==> config.mk <==
export PLATFORM = sky130hd
export DESIGN_NAME = adder_pipe_nbit
export DESIGN_NICKNAME = d
export VERILOG_FILES = /design/src/rtl/adder_pipe_nbit_pkg.sv /design/src/rtl/adder_4bit.sv /design/src/rtl/adder_pipe_nbit.sv
export SDC_FILE = /design/constraint.sdc
export NUM_CORES = 1
export LEC_CHECK = 0
export BUFFER_PORTS_ARGS = -buffer_cell sky130_fd_sc_hd__buf_2
export CORE_ASPECT_RATIO = 1.5
export CORE_MARGIN = 4
export CORE_UTILIZATION = 35
export DETAILED_ROUTE_END_ITERATION = 16
export GPL_ROUTABILITY_DRIVEN = 1
export GPL_TIMING_DRIVEN = 0
export PLACE_DENSITY = 0.53
export SYNTH_ARGS = -nofsm -noshare
export SYNTH_HDL_FRONTEND = slang
export SYNTH_HIERARCHICAL = 1
export SYNTH_SLANG_ARGS = --single-unit
==> constraint.sdc <==
create_clock -name clk -period 4.9 [get_ports clk]
set_clock_uncertainty 0.2 [all_clocks]
set_input_delay 0.735 -clock clk [delete_from_list [all_inputs] [get_ports clk]]
set_output_delay 0.735 -clock clk [all_outputs]
set_load 0.01 [all_outputs]
==> src/rtl/adder_pipe_nbit_pkg.sv <==
// Shared ALU definitions for the pipelined addition path: slice width,
// pipeline depth derivation and the ADD/SUB opcode encoding used by the
// ALU decoder.
package adder_pipe_nbit_pkg;

    // Width of the operand slice handled by one pipeline stage.
    localparam int SLICE_W = 4;

    // Add/subtract select, shared with the ALU decoder.
    typedef enum logic {
        OP_ADD = 1'b0,
        OP_SUB = 1'b1
    } addsub_op_e;

    // Number of pipeline stages needed for an operand of the given width.
    function automatic int stage_count(input int width);
        return width / SLICE_W;
    endfunction

endpackage

==> src/rtl/adder_4bit.sv <==
// Combinational 4-bit ripple adder with carry in and carry out; one copy
// is used per pipeline stage of adder_pipe_nbit.
module adder_4bit
    import adder_pipe_nbit_pkg::*;
(
    input  logic [SLICE_W-1:0] a,
    input  logic [SLICE_W-1:0] b,
    input  logic               cin,
    output logic [SLICE_W-1:0] sum,
    output logic               cout
);

    // One extra bit on the left captures the carry out of the slice.
    assign {cout, sum} = {1'b0, a} + {1'b0, b} + {{SLICE_W{1'b0}}, cin};

endmodule

==> src/rtl/adder_pipe_nbit.sv <==
// Pipelined N-bit adder/subtractor. Each stage adds one 4-bit slice and
// registers its carry for the next stage, so the critical path is a single
// 4-bit add whatever WIDTH is. Operand slices not yet consumed are carried
// forward in shrinking delay registers; result slices already produced are
// carried forward in growing registers, so the full SUM leaves the last
// stage aligned. The whole pipe freezes when the output is stalled.
module adder_pipe_nbit
    import adder_pipe_nbit_pkg::*;
#(
    parameter int WIDTH = 16
) (
    input  logic             clk,
    input  logic             rst,
    input  logic             IN_VALID,
    output logic             IN_READY,
    input  logic [WIDTH-1:0] A,
    input  logic [WIDTH-1:0] B,
    input  logic             CIN,
    input  logic             SUB,
    output logic             OUT_VALID,
    input  logic             OUT_READY,
    output logic [WIDTH-1:0] SUM,
    output logic             COUT,
    output logic             OVF
);

    localparam int STAGES = stage_count(WIDTH);

    // Reject widths that do not split into whole slices.
    if ((WIDTH % SLICE_W) != 0 || WIDTH < SLICE_W) begin : g_width_check
        $error("adder_pipe_nbit: WIDTH must be a non-zero multiple of 4");
    end

    logic             advance;
    logic             sub_mode;
    logic [WIDTH-1:0] b_eff;
    logic             cin_eff;

    // Subtraction is A + ~B + 1; CIN only matters for addition.
    assign sub_mode = (SUB == OP_SUB);
    assign b_eff    = B ^ {WIDTH{sub_mode}};
    assign cin_eff  = sub_mode | CIN;

    // The pipe moves as a whole: either the output slot is empty or it is
    // being taken this cycle. Bubbles are shifted, never collapsed.
    assign advance  = !OUT_VALID || OUT_READY;
    assign IN_READY = advance;

    for (genvar s = 0; s < STAGES; s++) begin : g_stage
        // Operand bits still to be added, this stage's slice at the bottom.
        localparam int SRC_W = WIDTH - s * SLICE_W;
        // Result bits produced by earlier stages.
        localparam int LO_W  = s * SLICE_W;

        logic [SRC_W-1:0]        a_src;
        logic [SRC_W-1:0]        b_src;
        logic                    c_src;
        logic                    v_src;
        logic [SLICE_W-1:0]      slice_sum;
        logic                    slice_cout;
        logic [LO_W+SLICE_W-1:0] sum_nxt;
        logic [LO_W+SLICE_W-1:0] sum_q;
        logic                    c_q;
        logic                    v_q;

        if (s == 0) begin : g_src
            assign a_src   = A;
            assign b_src   = b_eff;
            assign c_src   = cin_eff;
            assign v_src   = IN_VALID;
            assign sum_nxt = slice_sum;
        end else begin : g_src
            assign a_src   = g_stage[s-1].g_dly.a_q;
            assign b_src   = g_stage[s-1].g_dly.b_q;
            assign c_src   = g_stage[s-1].c_q;
            assign v_src   = g_stage[s-1].v_q;
            assign sum_nxt = {slice_sum, g_stage[s-1].sum_q};
        end

        adder_4bit u_add (
            .a    (a_src[SLICE_W-1:0]),
            .b    (b_src[SLICE_W-1:0]),
            .cin  (c_src),
            .sum  (slice_sum),
            .cout (slice_cout)
        );

        // Stage register: valid, slice carry and the accumulated low result.
        always_ff @(posedge clk) begin
            if (rst) begin
                v_q   <= 1'b0;
                c_q   <= 1'b0;
                sum_q <= '0;
            end else if (advance) begin
                v_q   <= v_src;
                c_q   <= slice_cout;
                sum_q <= sum_nxt;
            end
        end

        // Upper operand slices wait here until their own stage is reached.
        if (SRC_W > SLICE_W) begin : g_dly
            logic [SRC_W-SLICE_W-1:0] a_q;
            logic [SRC_W-SLICE_W-1:0] b_q;

            // Delay the not-yet-added operand slices by one stage.
            always_ff @(posedge clk) begin
                if (rst) begin
                    a_q <= '0;
                    b_q <= '0;
                end else if (advance) begin
                    a_q <= a_src[SRC_W-1:SLICE_W];
                    b_q <= b_src[SRC_W-1:SLICE_W];
                end
            end
        end

        // The top slice carries the sign bits, so overflow is resolved here.
        if (s == STAGES - 1) begin : g_last
            logic ovf_nxt;
            logic ovf_q;

            assign ovf_nxt = (a_src[SLICE_W-1] == b_src[SLICE_W-1]) &&
                             (slice_sum[SLICE_W-1] != a_src[SLICE_W-1]);

            // Register signed overflow alongside the final slice.
            always_ff @(posedge clk) begin
                if (rst) begin
                    ovf_q <= 1'b0;
                end else if (advance) begin
                    ovf_q <= ovf_nxt;
                end
            end
        end
    end

    assign OUT_VALID = g_stage[STAGES-1].v_q;
    assign SUM       = g_stage[STAGES-1].sum_q;
    assign COUT      = g_stage[STAGES-1].c_q;
    assign OVF       = g_stage[STAGES-1].g_last.ovf_q;

endmodule

== After elaboration in Yosys (flattened, before gate mapping) ==
Cells that the tools add are included.
Word-level totals
  output and inout port bits: 20
  flip-flop bits (word level): 97
  ROM bits: 0
  bits in writable memories: 0
  bits in latches: 0
  memories kept: 0
  bits of input ports: 38
  word-level logic and storage cells: 34
Operators by class
  multipliers: 0
  $add $sub $neg: 8
  multiplexer cells: 0
  shifts and indexed selects: 0
  divide/modulo/power cells: 0
  reduce and logical (&&, ||, !) cells: 3
  equality and inequality tests: 2
  bitwise logic cells: 2
  order comparisons: 0
Operator list (count)
  adder 4 x 4 -> 5 bit: 4
  adder 5 x 1 -> 5 bit: 4
  bitwise XOR 16 bit: 1
  equality test 1 bit: 1
  logical AND 1 bit: 1
  logical NOT 1 bit: 1
  logical OR 1 bit: 1
  != test 1 bit: 1
  bitwise OR 1 bit: 1

== Depth between registers and ports, before layout ==
Gate-level depths: netlist of run 1.
  word-level depth: 4
  gate-level depth with buffers: 11
  gate-level depth less buffers: 9

== Cells and area by module ==
The synthesis of run 1 kept the hierarchy.
By module, submodules not included
  adder_pipe_nbit: cells an instance 429, area an instance 3604.7 sq um, sequential area each 1941.9 sq um, times used 1
  adder_4bit: cells an instance 16, area an instance 143.9 sq um, sequential area each 0.0 sq um, times used 4

== Least setup slack after synthesis of run 1 ==
No wires, ideal clock.
  path type: input to register
  start point: input SUB
  end point: register g_stage[0].sum_q[1]
  stages on the path: 9
  setup time: 70 ps
  required time: 4630 ps
  buffers on the path: 2
  data arrival time: 2380 ps
  setup slack: 2250 ps
  path through: buf_4 -> buf_6 -> or2_2 -> fa_1 -> inv_1 -> fa_1 -> inv_1 -> nand2_1 -> a21oi_1
Between the ends
  elaborated cells on any way between the ends: 4
  classes of those cells: add/sub: 2; bitwise: 2
RTL lines
  start, declared: RTL line adder_pipe_nbit.sv:19  | input logic SUB,
  bitwise OR 1 bit: RTL line adder_pipe_nbit.sv:42  | assign cin_eff = sub_mode | CIN;
  via cin_eff: RTL line adder_pipe_nbit.sv:37  | logic cin_eff;
  adder 5 x 1 -> 5 bit: RTL line adder_4bit.sv:14  | assign {cout, sum} = {1'b0, a} + {1'b0, b} + {{SLICE_W{1'b0}}, cin};
  via g_stage[0].slice_sum[1]: RTL line adder_pipe_nbit.sv:59  | logic [SLICE_W-1:0] slice_sum;
  end signal, assigned: RTL line adder_pipe_nbit.sv:97  | sum_q <= sum_nxt;
  end, declared: RTL line adder_pipe_nbit.sv:62  | logic [LO_W+SLICE_W-1:0] sum_q;
The timed path passes the listed nets, and every way through them passes these cells.
A chain may end at the register's enable or synchronous reset.

== Worst setup path in the final report of run 1 ==
  start point: input OUT_READY
  end point: output IN_READY
Between the ends
  cells in the longest elaborated chain, start to end: 1
Ends and longest elaborated chain
  start, declared: RTL line adder_pipe_nbit.sv:21  | input logic OUT_READY,
  logical OR 1 bit: RTL line adder_pipe_nbit.sv:46  | assign advance = !OUT_VALID || OUT_READY;
  end, declared: RTL line adder_pipe_nbit.sv:15  | output logic IN_READY,
No other way between the ends.

==> impl_metrics.toml, run 1 <==
[cells_and_area]
final_area_mm2 = 0.00498
layout_commonest_cell = "nand2_1"
syn_to_final_growth_pct = 19.2
final_cell_mix = "nand2_1, dfxtp_1, a21oi_1, buf_2, xnor2_1"
nets = 617
drive_gt1_share_pct = 20.9
diodes = 0
utilization_pct = 43.0
nFillCells = 1192

[synth]
syn-cell-area_mm2 = 0.00418
synth_cell_types = 26
synth-seq-cells = 97
synth_area_per_cell_um2 = 8.48
seq_area_frac_synth_pct = 46.5
synthMuxAreaShare_pct = 0
synthFlopType = "dfxtp_1"
synthAdderAreaFrac_pct = 7.42
synth_nets = 551
synth_compound_area_share_pct = 15.9
synth_top_family_by_area = "simple AND/OR/NAND/NOR gates"
async_reset_ff_share_pct = 0
synth_edf_count = 0
syn_inst = 493
yosysWarnings = 6
synth_xor_xnor_area_share_pct = 5.03
synthSimpleGateAreaFrac_pct = 18.3

[floorplanning]
initial_core_util_pct = 36.1
coreArea_mm2 = 0.0116
die-area_mm2 = 0.0138
die_x_um = 97.2
ios = 58
die_h_um = 142
rows = 48

[setup_path]
critPathLaunchType = "input port"
crit_arrival_ps = 1530
r2r-end = "OVF"
crit_path_max_fanout = 10
path_cells = "buf_2, nor2b_4, inv_2, buf_4, buf_6, buf_2"
end_kind = "output port"
cp_slowest_stage_delay_ps = 180
crit_buf_inv = 5
worstPathRequired_ps = 3960
rrSetupSlack_ps = 2690
rr_startpoint = "g_stage[2].g_dly.a_q[0]"
ff2ff_path_depth = 6
path_delay_family = "buffers and inverters"
cpMaxStageDelayCell = "buf_4"
crit_path_frequent_cell = "buf_2"
critPathKind = "in2out"

[global_route]
grt_pass1_vias = 3421
grtUsageTotal_pct = 14.6
grt_max_degree = 16
grt_pass1_wl_um = 16200
grt_remaining_overflow = 0
antenna_found_initial = 0

[routing]
drt_first_iter_violations = 92
final_antenna_net_count = 0
drcViolationCount = 0
wl_per_cell_um = 12.9
viasPerCell = 4.53
via_count = 3234
routed_wl_um = 9200
drtPass1Iterations = 4

[power_and_ir_drop]
p_sw_uw = 415
clkPwrFrac_pct = 42.5
vdd_drop_max_mv = 0.182
cellPowerDensity_mw_per_mm2 = 367
swShare_pct = 22.7
p_comb_share_pct = 10.1
intPower_uw = 1420
total_power_uw = 1830
power_frac_seq_pct = 47.5
p_leak_uw = 0.00211

[min_path]
hp-start = "SUM[6]"
hold_depth = 2
hold_path_end = "SUM[6]"
hold_class = "reg2reg"

[cts]
clock_path_buffers = 2
numCtsBuffers = 9
cts_tree = "yes"
clock_sinks = 97
root_buffer = "clkbuf_16"
post_cts_buffers = 0
hold_buffers = 0
htreeDepth = 3
clk_latency_ps = 340
cts_resized = 0
clk_pin_slew_ps = 70

[place]
post-place-ws_ps = 2110
globalplace.congestion = 0.783
detailed_place_hpwl_um = 6920
post_dp_cell_area_mm2 = 0.00464
io_buffers = 55

[sta]
tightest_slew_ps = 616
fin_tns_setup_ps = 0
fin_crit_ps = 2470
finalSetupViolations = 0
fin_ws_ps = 2430
max_slew_margin_pct = 58.9
layout_worst_path_cycle_share_pct = 50.3
hold_viol_final = 0
fmax_mhz = 405
rsz0062_at_grt = "false"
maxSlewViolCount = 0

[run_status]
status = "complete, no violations"

[run]
maxCapViolCount = 0
-- area by class of cell --
class                   instances  area (um^2)  area share (%)
clock inverters                 4         73.8            1.48
flip-flops and latches         97         1940            39.0
inverters                      17         63.8            1.28
well taps                     150          188            3.77
multi-input cells             345         1950            39.2
plain buffers                  34          223            4.47
repair buffers                 55          275            5.52
clock buffers                  12          267            5.35
-- worst max path at each step --
stage                                      to  cells after the start  slack (ps)       from
after floorplan           g_stage[0].sum_q[1]                      9        2250        SUB
after global placement         g_stage[0].c_q                     11        2130        SUB
after detailed placement       g_stage[0].c_q                     11        2110        SUB
after CTS                            IN_READY                      6        2420  OUT_READY
after global routing           g_stage[0].c_q                     11        2360        SUB
final                                IN_READY                      6        2430  OUT_READY
-- state kept, by name, indices dropped and copies added (netlist names) --
signal             count
g_stage.c_q            3
g_stage.g_dly.a_q     24
COUT                   1
g_stage.sum_q         24
OVF                    1
g_stage.v_q            3
g_stage.g_dly.b_q     24
OUT_VALID              1
SUM                   16
-- power groups by stage --
| stage | clock [uW] | combinational (uW) | sequential, uW |
|---|---|---|---|
| floorplan | 0 | 132 | 882 |
| global placement | 0 | 183 | 886 |
| detailed placement | 0 | 186 | 887 |
| CTS | 798 | 187 | 870 |
| global route | 839 | 214 | 876 |
| finish | 777 | 184 | 869 |
-- kinds of logic after synthesis --
kind of cell             Yosys count
adder cells (fa/ha/maj)           20
AO/OA/AOI/OAI                    108
XOR/XNOR                          24
buffers and inverters             51
AND/OR/NAND/NOR                  193
flip-flops                        97
-- per-layer routing --
| metal | part of all wire, % | global-route usage [%] | vias to the layer above | routed length [um] |
|---|---|---|---|---|
| li1 | - | - | 1714 | - |
| met1 | 44 | 16.8 | 1454 | 4030 |
| met2 | 50 | 25.7 | 54 | 4590 |
| met3 | 4.1 | 3.89 | 12 | 379 |
| met4 | 2.1 | 5.76 | 0 | 197 |
| met5 | 0 | 0 | - | 0 |
-- worst min-delay path, delay by kind of cell (launching register included) --
kind | cells | cell delay [ps]
simple gates | 1 | 50
flops | 1 | 310
compound gates | 1 | 50
-- cells in the mapped netlist, types with 6 or more instances --
library cell | instances | area share [%]
nand2_1 | 166 | 15
dfxtp_1 | 97 | 46
a21oi_1 | 83 | 9.9
xnor2_1 | 20 | 4.2
buf_4 | 17 | 3.1
inv_1 | 16 | 1.4
nor2_1 | 15 | 1.3
a211oi_2 | 12 | 3.6
ha_1 | 12 | 3.6
fa_1 | 8 | 3.8
buf_2 | 7 | 0.84
clkbuf_1 | 6 | 0.54
-- metrics by stage --
step	instances	hold slack, ps
finish	714	248
global route	714	269
CTS	714	253
detailed placement	698	243
global placement	698	238
floorplan	493	232
(Power assumes the default switching activity.)
==> run 2, diff against run 1 <==
--- a/config.mk
+++ b/config.mk
@@ -12,7 +12,7 @@
 export DETAILED_ROUTE_END_ITERATION = 16
 export GPL_ROUTABILITY_DRIVEN = 1
 export GPL_TIMING_DRIVEN = 0
-export PLACE_DENSITY = 0.53
+export PLACE_DENSITY = 0.55
 export SYNTH_ARGS = -nofsm -noshare
 export SYNTH_HDL_FRONTEND = slang
 export SYNTH_HIERARCHICAL = 1
==> constraint.sdc (replaced) <==
create_clock -name clk -period 2.1 [get_ports clk]
set_clock_uncertainty 0.2 [all_clocks]
set_input_delay 0.315 -clock clk [delete_from_list [all_inputs] [get_ports clk]]
set_output_delay 0.315 -clock clk [all_outputs]
set_load 0.01 [all_outputs]
==> impl_metrics.toml, run 2 (same netlist as run 1, synthesis figures left out) <==
[run_status]
status = "complete, no violations"

[power_and_ir_drop]
p_leak_uw = 0.00210
vdd_drop_max_mv = 0.364
cellPowerDensity_mw_per_mm2 = 805

[setup_path]
critPathLaunchType = "flop"
path_cells = "fa_2, a21o_1, a21oi_2, xnor2_2, or3b_4, a311oi_2"
rrSetupSlack_ps = 30
worstPathRequired_ps = 2160
path_delay_family = "compound AO/OA/AOI/OAI gates"
r2r-end = "OVF"
cp.depth = 6
cpMaxStageDelayCell = "or3b_4"
rr_startpoint = "g_stage[2].g_dly.a_q[0]"
crit_buf_inv = 0
crit_path_start = "g_stage[2].g_dly.a_q[0]"
critPathKind = "reg2reg"
cp_slowest_stage_delay_ps = 400
crit_end = "OVF"
end_kind = "flop"
crit_arrival_ps = 2130
crit_path_max_fanout = 2
ff2ff_path_depth = 6

[floorplanning]
ios = 58
die_h_um = 142
initial_core_util_pct = 36.1
die-area_mm2 = 0.0138
rows = 48
coreArea_mm2 = 0.0116
die_x_um = 97.2

[sta]
hold_slack_ps = 15.3
layout_worst_path_cycle_share_pct = 98.8
rsz0062_at_grt = "true"
fin_crit_ps = 2070
max_slew_margin_pct = 58.8
fmax_mhz = 482
fin_ws_ps = 26.2
tightest_slew_ps = 618
maxSlewViolCount = 0
hold_viol_final = 0
finalSetupViolations = 0

[cells_and_area]
fin_cells = 716
drive_gt1_share_pct = 22.1
final_area_mm2 = 0.00497
diodes = 0
layout_commonest_cell = "nand2_1"
nFillCells = 1212
nets = 619
final_cell_mix = "nand2_1, dfxtp_1, a21oi_1, buf_2, xnor2_1"
syn_to_final_growth_pct = 18.9
reg_top3 = "g_stage.g_dly.a_q (24), g_stage.g_dly.b_q (24), g_stage.sum_q (24)"

[place]
post_dp_cell_area_mm2 = 0.00466
detailed_place_hpwl_um = 6980
io_buffers = 55
globalplace.congestion = 0.806
dp.cells = 698
post-place-ws_ps = -175

[routing]
final_antenna_net_count = 0
viasPerCell = 4.55
via_count = 3256
routed_wl_um = 9290
drt_first_iter_violations = 90
drtPass1Iterations = 6
wl_per_cell_um = 13.0
drcViolationCount = 0

[cts]
cts_tree = "yes"
root_buffer = "clkbuf_16"
htreeDepth = 3
numCtsBuffers = 9
clk_pin_slew_ps = 70
clock_sinks = 97
clk_latency_ps = 340
clock_path_buffers = 2

[global_route]
antenna_found_initial = 0
grtUsageTotal_pct = 14.1
grt_pass1_wl_um = 15700
top_usage_layer = "met2"
grt_remaining_overflow = 0
use_met1_pct = 16.8
use_met2_pct = 25.0
grt_pass1_vias = 3289
grt_max_degree = 18
met3_usage_pct = 2.51

[min_path]
hold_class = "in2reg"
hp-start = "A[6]"

[run]
maxCapViolCount = 0
[run 2: layout make-up]
class | count | area (um^2) | area share, %
Buffer | 34 | 234 | 4.71
Clock buffer | 9 | 225 | 4.53
Clock inverter | 7 | 55.1 | 1.11
Inverter | 17 | 63.8 | 1.28
Multi-Input combinational cell | 345 | 1970 | 39.6
Sequential cell | 97 | 1940 | 39.1
Tap cell | 150 | 188 | 3.78
Timing Repair Buffer | 57 | 293 | 5.89
[run 2: power breakdown]
| group | switching, uW | internal [uW] | total (uW) |
|---|---|---|---|
| logic | 233 | 210 | 443 |
| registers | 66.3 | 1960 | 2030 |
| clock network | 718 | 813 | 1530 |
| total | 1020 | 2980 | 4000 |
[run 2: worst reg2reg max path: cells and delay by family (launching register included)]
family	cells	cell delay (ps)
AO/OA/AOI/OAI	3	530
XOR/XNOR	1	150
adder cells (fa/ha/maj)	1	380
flip-flops	1	330
AND/OR/NAND/NOR	1	400
[run 2: metal layers]
layer,vias up,share of wire (%)
met3,11,3.4
met2,48,51
li1,1724,-
met4,0,1.7
met1,1473,44
met5,-,0
[run 2: worst min path at each step]
stage	end	slack (ps)	cells after the start
6_report	g_stage[0].g_dly.a_q[2]	20	3
2_1_floorplan	g_stage[0].g_dly.a_q[10]	230	2
3_5_place_dp	SUM[6]	240	2
4_1_cts	g_stage[0].g_dly.a_q[4]	1	3
3_3_place_gp	g_stage[0].v_q	240	2
5_1_grt	g_stage[0].v_q	30	3
[run 2: stage by stage]
stage               TNS [ps]  util [%]  total power [uW]
CTS                    -20.2      42.9              4050
detailed placement      -548      40.2              2510
global placement        -381      40.2              2500
floorplan              -12.4         -              2370
global route           -71.2      42.9              4200
finish                     0      42.9              4000
[run 2: timing repair]
| item | CTS | global route |
|---|---|---|
| endpoints found under the hold margin | 1 | 0 |
| pin swaps | 2 | 4 |
| endpoints found under the setup margin | 1 | 1 |
| buffers inserted | 1 | 0 |
| hold buffers | 1 | 0 |
| gates resized for setup | 3 | 1 |
